$ cat src/rtl/cmd_run_pkg.sv
// Shared types and defaults for the command run sequencer.
package cmd_run_pkg;

    typedef enum logic [1:0] {
        IDLE,
        SELECT,
        EXEC,
        RESP
    } state_e;

    typedef enum logic {
        SEL_COMMAND = 1'b0,
        SEL_FLAG    = 1'b1
    } exec_sel_e;

    localparam int DEFAULT_TIMEOUT_EXIT = 124;

endpackage

$ cat src/rtl/first_flag_select.sv
// Lowest-set-bit priority encoder: picks the terminating flag whose handler runs.
module first_flag_select #(
    parameter  int NUM_FLAGS = 8,
    localparam int IDX_W     = (NUM_FLAGS > 1) ? $clog2(NUM_FLAGS) : 1
) (
    input  logic [NUM_FLAGS-1:0] hits,
    output logic                 found,
    output logic [IDX_W-1:0]     idx
);

    always_comb begin
        // NOTE: defaults first so every path assigns every output; no latch is inferred.
        found = 1'b0;
        idx   = '0;
        // Scan from the top down so the lowest set bit is the last to write idx.
        for (int i = NUM_FLAGS - 1; i >= 0; i--) begin
            if (hits[i]) begin
                found = 1'b1;
                idx   = IDX_W'(i);
            end
        end
    end

endmodule

$ cat src/rtl/command_run_sequencer.sv
// Sequences one command request at a time onto the shared executor port,
// choosing between the command body and the first terminating flag handler.
module command_run_sequencer
    import cmd_run_pkg::*;
#(
    parameter  int NUM_FLAGS      = 8,
    parameter  int EXIT_W         = 8,
    parameter  int OUT_W          = 16,
    parameter  int TIMEOUT_CYCLES = 1024,
    parameter  int TIMEOUT_EXIT   = DEFAULT_TIMEOUT_EXIT,
    localparam int IDX_W          = (NUM_FLAGS > 1) ? $clog2(NUM_FLAGS) : 1,
    localparam int CNT_W          = (TIMEOUT_CYCLES < 1) ? 1 : $clog2(TIMEOUT_CYCLES + 1)
) (
    input  logic                 clk,
    input  logic                 rst_n,
    input  logic                 cmd_valid,
    output logic                 cmd_ready,
    input  logic [NUM_FLAGS-1:0] cmd_flags,
    input  logic [NUM_FLAGS-1:0] cmd_term_mask,
    output logic                 exec_req,
    output logic                 exec_sel,
    output logic [IDX_W-1:0]     exec_flag_idx,
    input  logic                 exec_done,
    input  logic [EXIT_W-1:0]    exec_exit_code,
    input  logic [OUT_W-1:0]     exec_output,
    output logic                 res_valid,
    input  logic                 res_ready,
    output logic [EXIT_W-1:0]    res_exit_code,
    output logic [OUT_W-1:0]     res_output,
    output logic                 res_timeout,
    output logic                 busy
);

    state_e               state_q, state_d;
    logic [NUM_FLAGS-1:0] hits_q, hits_d;
    exec_sel_e            sel_q, sel_d;
    logic [IDX_W-1:0]     idx_q, idx_d;
    logic [CNT_W-1:0]     cnt_q, cnt_d;
    logic [EXIT_W-1:0]    exit_q, exit_d;
    logic [OUT_W-1:0]     out_q, out_d;
    logic                 to_q, to_d;
    logic                 ready_q;

    logic                 enc_found;
    logic [IDX_W-1:0]     enc_idx;
    logic                 expired;

    first_flag_select #(
        .NUM_FLAGS(NUM_FLAGS)
    ) u_first_flag_select (
        .hits (hits_q),
        .found(enc_found),
        .idx  (enc_idx)
    );

    // A zero timeout never expires, leaving the executor unbounded.
    assign expired = (TIMEOUT_CYCLES != 0) && (cnt_q == CNT_W'(TIMEOUT_CYCLES));

    always_comb begin
        state_d = state_q;
        hits_d  = hits_q;
        sel_d   = sel_q;
        idx_d   = idx_q;
        cnt_d   = cnt_q;
        exit_d  = exit_q;
        out_d   = out_q;
        to_d    = to_q;
        case (state_q)
            IDLE: begin
                if (cmd_valid && ready_q) begin
                    hits_d  = cmd_flags & cmd_term_mask;
                    state_d = SELECT;
                end
            end
            SELECT: begin
                sel_d   = enc_found ? SEL_FLAG : SEL_COMMAND;
                idx_d   = enc_found ? enc_idx : '0;
                cnt_d   = '0;
                state_d = EXEC;
            end
            EXEC: begin
                // A completion in the expiry cycle still reports the executor's result.
                if (exec_done) begin
                    exit_d  = exec_exit_code;
                    out_d   = exec_output;
                    to_d    = 1'b0;
                    state_d = RESP;
                end else if (expired) begin
                    exit_d  = EXIT_W'(TIMEOUT_EXIT);
                    out_d   = '0;
                    to_d    = 1'b1;
                    state_d = RESP;
                end else if (TIMEOUT_CYCLES != 0) begin
                    cnt_d = cnt_q + CNT_W'(1);
                end
            end
            RESP: begin
                if (res_ready) begin
                    state_d = IDLE;
                end
            end
            default: state_d = IDLE;
        endcase
    end

    always_ff @(posedge clk or negedge rst_n) begin
        if (!rst_n) begin
            state_q <= IDLE;
            hits_q  <= '0;
            sel_q   <= SEL_COMMAND;
            idx_q   <= '0;
            cnt_q   <= '0;
            exit_q  <= '0;
            out_q   <= '0;
            to_q    <= 1'b0;
            ready_q <= 1'b0;
        end else begin
            // NOTE: non-blocking assignments so every register samples pre-edge values.
            state_q <= state_d;
            hits_q  <= hits_d;
            sel_q   <= sel_d;
            idx_q   <= idx_d;
            cnt_q   <= cnt_d;
            exit_q  <= exit_d;
            out_q   <= out_d;
            to_q    <= to_d;
            ready_q <= (state_d == IDLE);
        end
    end

    // cmd_ready is registered so it stays low throughout reset and rises one cycle after release.
    assign cmd_ready     = ready_q;
    assign exec_req      = (state_q == EXEC);
    assign exec_sel      = sel_q;
    assign exec_flag_idx = idx_q;
    assign res_valid     = (state_q == RESP);
    assign res_exit_code = exit_q;
    assign res_output    = out_q;
    assign res_timeout   = to_q;
    assign busy          = (state_q != IDLE);

endmodule

$ cat config.mk
export PLATFORM = sky130hd
export DESIGN_NAME = command_run_sequencer
export DESIGN_NICKNAME = d
export VERILOG_FILES = /design/src/rtl/cmd_run_pkg.sv /design/src/rtl/first_flag_select.sv /design/src/rtl/command_run_sequencer.sv
export SDC_FILE = /design/constraint.sdc
export NUM_CORES = 1
export LEC_CHECK = 0
export CAP_MARGIN = 20
export CORE_ASPECT_RATIO = 1.5
export CORE_UTILIZATION = 46
export DETAILED_ROUTE_END_ITERATION = 10
export PLACE_DENSITY = 0.88
export SYNTH_ARGS = -nofsm -noshare
export SYNTH_HDL_FRONTEND = slang
export SYNTH_SLANG_ARGS = --single-unit
$ cat constraint.sdc
create_clock -name clk -period 2.4 [get_ports clk]
set_input_delay 0.48 -clock clk [delete_from_list [all_inputs] [get_ports clk]]
set_output_delay 0.48 -clock clk [all_outputs]
set_load 0.02 [all_outputs]
==> results of run 1 <==
## worst reg2reg max path, delay by kind of cell, from the launching register on
family / cells / cell delay, ns
AOI/OAI and AO/OA: 2 / 0.32
adders and majority gates: 1 / 0.45
buffers and inverters: 1 / 0.10
DFF: 1 / 0.42
and+or+nand+nor: 2 / 0.76
## power by group through the flow
stage / logic, mW / clock network [mW] / registers [mW]
detailed placement: 1.78 / 0 / 1.38
finish: 1.79 / 0.591 / 1.37
CTS: 1.79 / 0.603 / 1.37
global route: 1.93 / 0.637 / 1.41
global placement: 1.73 / 0 / 1.37
floorplan: 0.787 / 0 / 1.60
## path summary, 6_finish.rpt
path,depth (start not counted),start,endpoint
min in group clk,2,res_output[4],res_output[4]
min,1,rst_n,res_output[11]
max,3,state_q[0],exec_req
min reg2reg,2,res_output[4],res_output[4]
max reg2reg,6,state_q[0],cnt_q[10]
max in group asynchronous,2,rst_n,exec_flag_idx[2]
## sequential cells by signal (all words and copies together), names as in the netlist
register,flops
exec_sel,1
res_output,16
cmd_ready,1
res_exit_code,8
exec_flag_idx,3
cnt_q,11
hits_q,8
res_timeout,1
state_q,2
## stage by stage
stage	setup WS [ns]	hold WS, ns
floorplan	0.447	0.184
global placement	0.393	0.424
detailed placement	0.321	0.424
CTS	0.00849	0.0830
global route	0.0193	0.101
finish	0.116	0.0762
## cells by family after synthesis
logic type / Yosys count / synth area share
simple gates: 140 / 0.280
flops: 51 / 0.524
compound gates: 47 / 0.117
buf+inv: 24 / 0.0391
fa+ha+maj: 6 / 0.0308
mux: 2 / 0.00925
## cell type report
| cell class | count | area (um2) | share of cell area |
|---|---|---|---|
| inverters | 10 | 37.5 | 0.0111 |
| well taps | 68 | 85.1 | 0.0251 |
| flip-flops and latches | 51 | 1280 | 0.377 |
| clock inverters | 3 | 43.8 | 0.0129 |
| repair buffers | 83 | 811 | 0.239 |
| clock buffers | 5 | 68.8 | 0.0203 |
| multi-input cells | 195 | 1070 | 0.315 |
## placed cells by master, fill, tap and decap left out, types with 2 or more instances in the layout
cell type / n
nand4_1: 2
clkdlybuf4s50_1: 76
inv_1: 10
a31oi_1: 3
a21o_1: 2
nand4_2: 2
nor3_1: 3
nor3b_1: 3
clkbuf_8: 5
nand2b_1: 5
ha_1: 5
a21oi_1: 9
nand2_1: 62
dfrtp_1: 51
mux2_2: 2
nor4b_2: 2
o21ai_0: 20
nor2_1: 20
a22o_1: 2
nand3_1: 27
nor4_1: 3
o31ai_1: 2
o311ai_0: 2
nor2b_1: 3
buf_4: 6
## timing repair
| item | 4_1_cts | 5_1_grt |
|---|---|---|
| setup endpoints to repair | 0 | 1 |
| resized for setup | 0 | 1 |
| buffers inserted | 0 | 0 |
## metal layers
| metal | track usage | up-vias |
|---|---|---|
| met5 | 0 | - |
| met4 | 0.0852 | 0 |
| met1 | 0.280 | 1088 |
| li1 | - | 1076 |
| met3 | 0.0342 | 11 |
| met2 | 0.390 | 63 |
==> results.py, run 1 <==
metrics = {
    "status": {
        "status": "finished clean",
    },
    "finish": {
        "diodes": 0,
        "final_util": 0.661,
        "area_growth_syn_to_layout_pct": 39.2,
        "final_area_um2": 3390,
        "finalNonFillerCells": 415,
        "layout.nets": 397,
        "drive_above_1_share": 0.0692,
        "fillers": 431,
    },
    "global_route": {
        "grt_remaining_overflow": 0,
        "grt_pass1_vias": 2221,
        "grt_start_max_net_pins": 31,
        "grt_pass1_wl_um": 9740,
        "antenna_found_initial": 0,
        "grt.total_usage": 0.228,
    },
    "routing": {
        "dr.pass1.iters": 4,
        "wl_met1_um": 2270,
        "highest_layer": "met4",
        "totalWireLength_um": 5870,
        "wl_met2_um": 3220,
        "routedWlPerCell_um": 14.1,
        "viasPerCell": 5.39,
        "drc": 0,
        "via_count": 2238,
        "met3_length_um": 252,
        "ant_nets": 0,
        "drt_iter0_drc": 192,
    },
    "clocking": {
        "clk_path_buf_depth": 2,
        "cts_tree": "done",
        "hold_buffers": 0,
        "cts_root_buf": "clkbuf_8",
        "htree_levels": 2,
        "clk_latency_ns": 0.31,
        "clk_pin_slew_ns": 0.10,
        "cts_sinks": 51,
        "numCtsBuffers": 5,
    },
    "die": {
        "dieWidth_um": 61.4,
        "core.rowCount": 32,
        "die_h_um": 91.1,
        "coreArea_um2": 5120,
        "io-pin-count": 78,
        "dieArea_um2": 5590,
        "start_util": 0.475,
    },
    "power_and_ir_drop": {
        "power_density_nw_per_um2": 1110,
        "intPower_mw": 2.29,
        "report.power.total_mw": 3.75,
        "p_clk_frac": 0.157,
        "p_sw_frac": 0.390,
        "seq_power_share": 0.366,
        "peakVddDrop_mv": 0.698,
        "combPwrFrac": 0.477,
        "power.leakage_nw": 1.52,
        "switchingPower_mw": 1.46,
    },
    "worst_setup_path": {
        "crit_path_top_delay_cell": "clkdlybuf4s50_1",
        "rrSetupSlack_ns": 0.30,
        "required_ns": 1.92,
        "worstPathCellList": "inv_1 -> ha_2 -> clkdlybuf4s50_1",
        "crit_family": "buffers and inverters",
        "cp-start-kind": "flip-flop",
        "arrival_ns": 1.80,
        "worstSetupEndpointType": "output port",
        "crit_type": "flip-flop to output port",
        "path_max_fanout": 13,
        "cp.buffers_inverters": 2,
        "cpPeakStageDelay_ns": 0.64,
    },
    "logic_synthesis": {
        "synth-edff-count": 0,
        "synth_cell_types": 40,
        "ys_seq_area_frac": 0.524,
        "yosysTopAreaCell": "dfrtp_1",
        "ys_top_cells_by_count": "nand2_1 (62), dfrtp_1 (51), nand3_1 (27)",
        "ys_seq_elements": 51,
        "synth_top_area_frac": 0.524,
        "yosys_most_used_dff": "dfrtp_1",
        "synth_area_um2": 2430,
        "syn-instance-count": 270,
        "synth-warning-count": 0,
        "async_reset_ff_frac": 1.00,
        "syn_avg_cell_area_um2": 9.02,
        "syn_nets": 321,
        "yosysMostFrequentCell": "nand2_1",
        "synth.area.top_cells": "dfrtp_1 (52%), nand2_1 (9.6%), nand3_1 (5.5%)",
    },
    "flow_run": {
        "cap_viol_max_count": 0,
    },
    "placement": {
        "io_buffers": 77,
        "place_inst": 407,
        "place_area_um2": 3270,
        "finalWeightedCongestion": 0.868,
        "dp_hpwl_um": 4330,
    },
    "sta": {
        "slew_violations": 0,
        "worst_slew_pin_slew_ns": 0.523,
        "fin_crit_ns": 2.28,
        "grt_setup_unrepaired": "no",
        "clock_skew_ns": 0.0124,
        "finalHoldViolCount": 0,
        "relSlewSlack": 0.648,
        "clock.fmax_mhz": 438,
        "finalSetupViolCount": 0,
        "timing.final.crit_share": 0.951,
        "tns_ns": 0,
    },
    "worst_hold_path": {
        "hold_class": "input port to async pin",
    },
}
No activity file was read; power rests on OpenSTA's default activity.
==> run 2, diff against run 1 <==
--- a/config.mk
+++ b/config.mk
@@ -7,9 +7,11 @@
 export LEC_CHECK = 0
 export CAP_MARGIN = 20
 export CORE_ASPECT_RATIO = 1.5
-export CORE_UTILIZATION = 46
+export CORE_UTILIZATION = 50
+export CTS_CLUSTER_SIZE = 14
 export DETAILED_ROUTE_END_ITERATION = 10
-export PLACE_DENSITY = 0.88
+export DONT_BUFFER_PORTS = 1
+export PLACE_DENSITY = 0.73
 export SYNTH_ARGS = -nofsm -noshare
 export SYNTH_HDL_FRONTEND = slang
 export SYNTH_SLANG_ARGS = --single-unit
==> run 2 against run 1 <==
  * Sequential cell count is the same
  * Routed wire length decreased by 11%
  * Sequential power is 20% higher
  * Die area is 7.8% lower
  * Via count fell by 16%
  * Final cell count fell by 19%
  * Combinational power decreased by 44%
  * Count of clock-buffer cells in the layout rose by 1
  * Largest cell class unchanged
  * Final area shrank 22%
  * Hold slack got worse by 0.065 ns
  * First-iteration DRC count fell by 42%
  * Critical path depth increased by 3
==> results.py, run 2 (synthesized netlist as in run 1, its figures left out) <==
metrics = {
    "finish": {
        "diodes": 0,
        "fillers": 437,
        "largest_register_ffs": 16,
        "mostFrequentLayoutCell": "nand2_1",
        "final_cell_mix": "nand2_1 (62), dfrtp_1 (51), nand3_1 (27)",
        "layout.nets": 321,
        "drive_above_1_share": 0.0849,
        "final_util": 0.569,
        "area_growth_syn_to_layout_pct": 7.86,
    },
    "sta": {
        "slew_violations": 0,
        "relSlewSlack": 0.640,
        "fin_crit_ns": 2.06,
        "tns_ns": 0,
        "grt_setup_unrepaired": "no",
        "finalHoldViolCount": 0,
        "clock_skew_ns": 0.00592,
        "timing.final.crit_share": 0.857,
        "finalSetupViolCount": 0,
        "worst_slew_pin_slew_ns": 0.535,
        "clock.fmax_mhz": 486,
        "fin_ws_ns": 0.342,
    },
    "flow_run": {
        "cap_viol_max_count": 0,
    },
    "die": {
        "dieArea_um2": 5160,
        "core.rowCount": 30,
        "io-pin-count": 78,
        "die_h_um": 87.5,
        "coreArea_um2": 4620,
        "start_util": 0.527,
        "dieWidth_um": 59.0,
    },
    "worst_hold_path": {
        "hold_class": "input port to async pin",
    },
    "routing": {
        "drc": 0,
        "ant_nets": 0,
        "dr.pass1.iters": 4,
        "routedWlPerCell_um": 15.6,
        "totalWireLength_um": 5210,
        "via_count": 1887,
        "drt_iter0_drc": 112,
        "viasPerCell": 5.63,
    },
    "clocking": {
        "post_cts_resized": 0,
        "cts_tree": "done",
        "cts_root_buf": "clkbuf_8",
        "cts_sinks": 51,
        "numCtsBuffers": 5,
        "htree_levels": 2,
        "clk_path_buf_depth": 2,
        "cts_setup_buffers": 0,
        "clk_pin_slew_ns": 0.09,
        "clk_latency_ns": 0.30,
    },
    "worst_setup_path": {
        "rrSetupSlack_ns": 0.34,
        "required_ns": 2.65,
        "cp-start-kind": "flip-flop",
        "crit_path_top_delay_cell": "or4_1",
        "cpPeakStageDelay_ns": 0.51,
        "worstRegToRegCells": 6,
        "path_max_fanout": 12,
        "worst_r2r_startpoint": "state_q[0]",
        "arrival_ns": 2.31,
        "crit_type": "flip-flop to flip-flop",
        "worstPathCellList": "inv_1 -> ha_1 -> nor2b_1 -> or4_1 -> o31ai_1 -> a21o_1",
        "r2r_end": "cnt_q[10]",
        "worstSetupEndpointType": "flip-flop",
    },
    "global_route": {
        "grt_pass1_vias": 1887,
        "grt_remaining_overflow": 0,
        "grt_pass1_wl_um": 8600,
        "grt_start_max_net_pins": 52,
        "grt.total_usage": 0.223,
        "antenna_found_initial": 0,
    },
    "placement": {
        "dp_slack_ns": 0.359,
        "dp_hpwl_um": 3680,
        "finalWeightedCongestion": 0.864,
        "io_buffers": 0,
    },
    "power_and_ir_drop": {
        "power_density_nw_per_um2": 1210,
        "peakVddDrop_mv": 0.607,
        "power.leakage_nw": 1.23,
        "report.power.total_mw": 3.17,
    },
    "status": {
        "status": "finished clean",
    },
}
==> run 2: changes by cell type in the layout (fill, tap and decap cells not counted) <==
cell,previous run,this run
clkdlybuf4s50_1,76,0
buf_16,0,1
buf_2,1,0
bufinv_16,1,0
clkbuf_8,5,6
clkinv_4,1,0
ha_1,5,6
ha_2,1,0
inv_6,0,1
==> run 2: worst max-delay path by stage <==
stage / startpoint / end / slack (ns) / cells past startpoint
after floorplan: state_q[0] / cnt_q[0] / 0.45 / 7
after global placement: state_q[0] / cnt_q[10] / 0.41 / 6
after detailed placement: state_q[0] / cnt_q[10] / 0.36 / 6
after CTS: state_q[0] / cnt_q[10] / 0.35 / 6
after global routing: state_q[0] / cnt_q[10] / 0.24 / 6
final: state_q[0] / cnt_q[10] / 0.34 / 6
==> run 2: routing by layer <==
| metal | GRT usage | up-vias | wire [um] |
|---|---|---|---|
| met5 | 0 | - | 0 |
| met4 | 0.106 | 0 | 93 |
| met3 | 0.0490 | 8 | 235 |
| met2 | 0.385 | 62 | 2790 |
| met1 | 0.255 | 894 | 2090 |
| li1 | - | 923 | - |
==> run 2: worst max-delay path: cells and delay by family (launching register included) <==
| kind | cells | cell delay [ns] |
|---|---|---|
| fa+ha+maj | 1 | 0.44 |
| flops | 1 | 0.40 |
| compound gates | 2 | 0.32 |
| simple gates | 2 | 0.75 |
| buf+inv | 1 | 0.10 |
==> run 2: layout make-up <==
class	count	area, um2	area share
Multi-Input combinational cell	195	1060	0.405
Timing Repair Buffer	7	72.6	0.0276
Tap cell	64	80.1	0.0305
Clock inverter	2	13.8	0.00524
Clock buffer	6	82.6	0.0314
Inverter	10	37.5	0.0143
Sequential cell	51	1280	0.486
==> run 2: metrics by stage <==
| stage | instance area [um2] | hold slack [ns] | instances |
|---|---|---|---|
| 6_report | 2630 | 0.0112 | 335 |
| 5_1_grt | 2630 | 0.0106 | 335 |
| 4_1_cts | 2630 | 0.0152 | 335 |
| 3_5_place_dp | 2500 | 0.185 | 326 |
| 3_3_place_gp | 2500 | 0.185 | 326 |
| 2_1_floorplan | 2430 | 0.184 | 270 |
==> run 2: what timing repair did <==
| action | CTS | global route |
|---|---|---|
| endpoints found under the setup margin | 0 | 0 |
| hold buffers | 1 | 0 |
| hold endpoints to repair | 51 | 0 |
==> run 2: where the power goes <==
group          total, mW  switching (mW)  internal [mW]
Sequential          1.65           0.496           1.16
Clock              0.527           0.291          0.236
Combinational      0.994           0.604          0.389
==> run 3, diff against run 2 <==
--- a/config.mk
+++ b/config.mk
@@ -7,6 +7,7 @@
 export LEC_CHECK = 0
 export CAP_MARGIN = 20
 export CORE_ASPECT_RATIO = 1.5
+export CORE_MARGIN = 5
 export CORE_UTILIZATION = 50
 export CTS_CLUSTER_SIZE = 14
 export DETAILED_ROUTE_END_ITERATION = 10
==> run 3 against run 2 <==
  * Non-clock buffer count did not move
  * Sequential power is essentially flat
  * Critical path depth unchanged
  * Global-route usage decreased by 4.1 points
  * Final area is 0.71% higher
  * Utilization fell by 1.4 points
  * Count of clock-buffer cells in the layout shrank 1
  * Critical endpoint unchanged
  * Largest power group unchanged
  * Highest routed layer unchanged
==> results.py, run 3 (synthesized netlist as in run 1, its figures left out) <==
metrics = {
    "placement": {
        "finalWeightedCongestion": 0.780,
        "dp_hpwl_um": 3860,
        "place_area_um2": 2500,
        "dp_slack_ns": 0.370,
        "place_inst": 328,
        "io_buffers": 0,
    },
    "die": {
        "core.rowCount": 31,
        "die_h_um": 95.5,
        "dieArea_um2": 6390,
        "dieWidth_um": 67.0,
        "coreArea_um2": 4770,
        "start_util": 0.510,
        "io-pin-count": 78,
    },
    "sta": {
        "tns_ns": 0,
        "worst_slew_pin_slew_ns": 0.458,
        "slew_violations": 0,
        "timing.final.crit_share": 0.864,
        "finalHoldViolCount": 0,
        "fin_crit_ns": 2.07,
        "clock.fmax_mhz": 482,
        "grt_setup_unrepaired": "no",
        "clock_skew_ns": 0.00388,
        "fin_ws_ns": 0.326,
        "relSlewSlack": 0.692,
        "finalSetupViolCount": 0,
    },
    "routing": {
        "drt_iter0_drc": 88,
        "totalWireLength_um": 5280,
        "via_count": 1914,
        "ant_nets": 0,
        "routedWlPerCell_um": 15.7,
        "viasPerCell": 5.68,
        "dr.pass1.iters": 4,
        "drc": 0,
    },
    "worst_setup_path": {
        "worstSetupEndpointType": "flip-flop",
        "crit_family": "simple AND/OR/NAND/NOR gates",
        "worstPathCellList": "inv_1 -> ha_1 -> nor2b_1 -> or4_1 -> o31ai_1 -> a21o_1",
        "path_max_fanout": 12,
        "cpPeakStageDelay_ns": 0.52,
        "cp-start-kind": "flip-flop",
        "crit_path_top_delay_cell": "or4_1",
        "cp.buffers_inverters": 1,
        "required_ns": 2.65,
        "arrival_ns": 2.32,
        "crit_type": "flip-flop to flip-flop",
    },
    "clocking": {
        "clk_path_buf_depth": 2,
        "htree_levels": 2,
        "cts_sinks": 51,
        "clk_pin_slew_ns": 0.09,
        "cts_tree": "done",
        "hold_buffers": 1,
        "cts_root_buf": "clkbuf_8",
        "post_cts_resized": 0,
        "clk_latency_ns": 0.30,
        "cts_setup_buffers": 0,
        "numCtsBuffers": 5,
    },
    "power_and_ir_drop": {
        "power_density_nw_per_um2": 1220,
        "power.leakage_nw": 1.23,
        "peakVddDrop_mv": 0.758,
    },
    "worst_hold_path": {
        "hold_class": "input port to async pin",
    },
    "global_route": {
        "grt_pass1_vias": 1852,
        "grt_remaining_overflow": 0,
        "grt.total_usage": 0.182,
        "grt_start_max_net_pins": 52,
        "grt_pass1_wl_um": 8820,
        "antenna_found_initial": 0,
    },
    "finish": {
        "final_util": 0.554,
        "mostFrequentLayoutCell": "nand2_1",
        "final_area_um2": 2650,
        "largest_register_ffs": 16,
        "layout.nets": 321,
        "finalNonFillerCells": 337,
        "drive_above_1_share": 0.0849,
        "diodes": 0,
        "final_cell_mix": "nand2_1 (62), dfrtp_1 (51), nand3_1 (27)",
        "area_growth_syn_to_layout_pct": 8.63,
    },
    "flow_run": {
        "cap_viol_max_count": 0,
    },
    "status": {
        "status": "finished clean",
    },
}
-- run 3: cell count changes in the layout (fill, tap and decap cells not counted), sizes merged --
cell,delta
clkbuf,-1
bufinv,+1
inv,-1
clkinv,+1
-- run 3: cell type report --
class	instances	area [um2]
flip-flops and latches	51	1280
inverters	10	37.5
clock inverters	3	43.8
clock buffers	5	68.8
well taps	66	82.6
repair buffers	7	72.6
multi-input cells	195	1060
fillers	421	2130
-- run 3: report_power, final --
group          internal [mW]  switching [mW]
logic                  0.389           0.583
clock network          0.311           0.282
registers               1.16           0.503
total                   1.86            1.37
-- run 3: worst reg2reg max path, cell delays in order (launching register included) --
cell and delay (ns):
dfrtp_1 0.41, inv_1 0.10, ha_1 0.45, nor2b_1 0.24, or4_1 0.52, o31ai_1 0.21
a21o_1 0.11
-- run 3: worst paths after layout --
check,endpoint,cells after the start,slack [ns],startpoint
worst min register to register,hits_q[7],2,0.54,hits_q[7]
min in group clk,res_output[14],2,0.28,exec_output[14]
worst max register to register,cnt_q[10],6,0.33,state_q[0]
worst min-delay path,res_exit_code[2],1,0.02,rst_n
max in group asynchronous,state_q[1],1,2.16,rst_n
worst max-delay path,cnt_q[10],6,0.33,state_q[0]
-- run 3: metal layers --
layer | routed length [um] | global-route usage | vias up
li1 | - | - | 921
met1 | 2030 | 0.209 | 905
met2 | 2800 | 0.320 | 73
met3 | 293 | 0.0377 | 15
met4 | 161 | 0.0795 | 0
met5 | 0 | 0 | -
-- run 3: per-stage QoR --
stage,power (mW),hold WS (ns)
after global placement,2.60,0.186
after detailed placement,2.64,0.186
final,3.22,0.0195
after global routing,3.47,0.0169
after floorplan,2.39,0.184
after CTS,3.26,0.0186
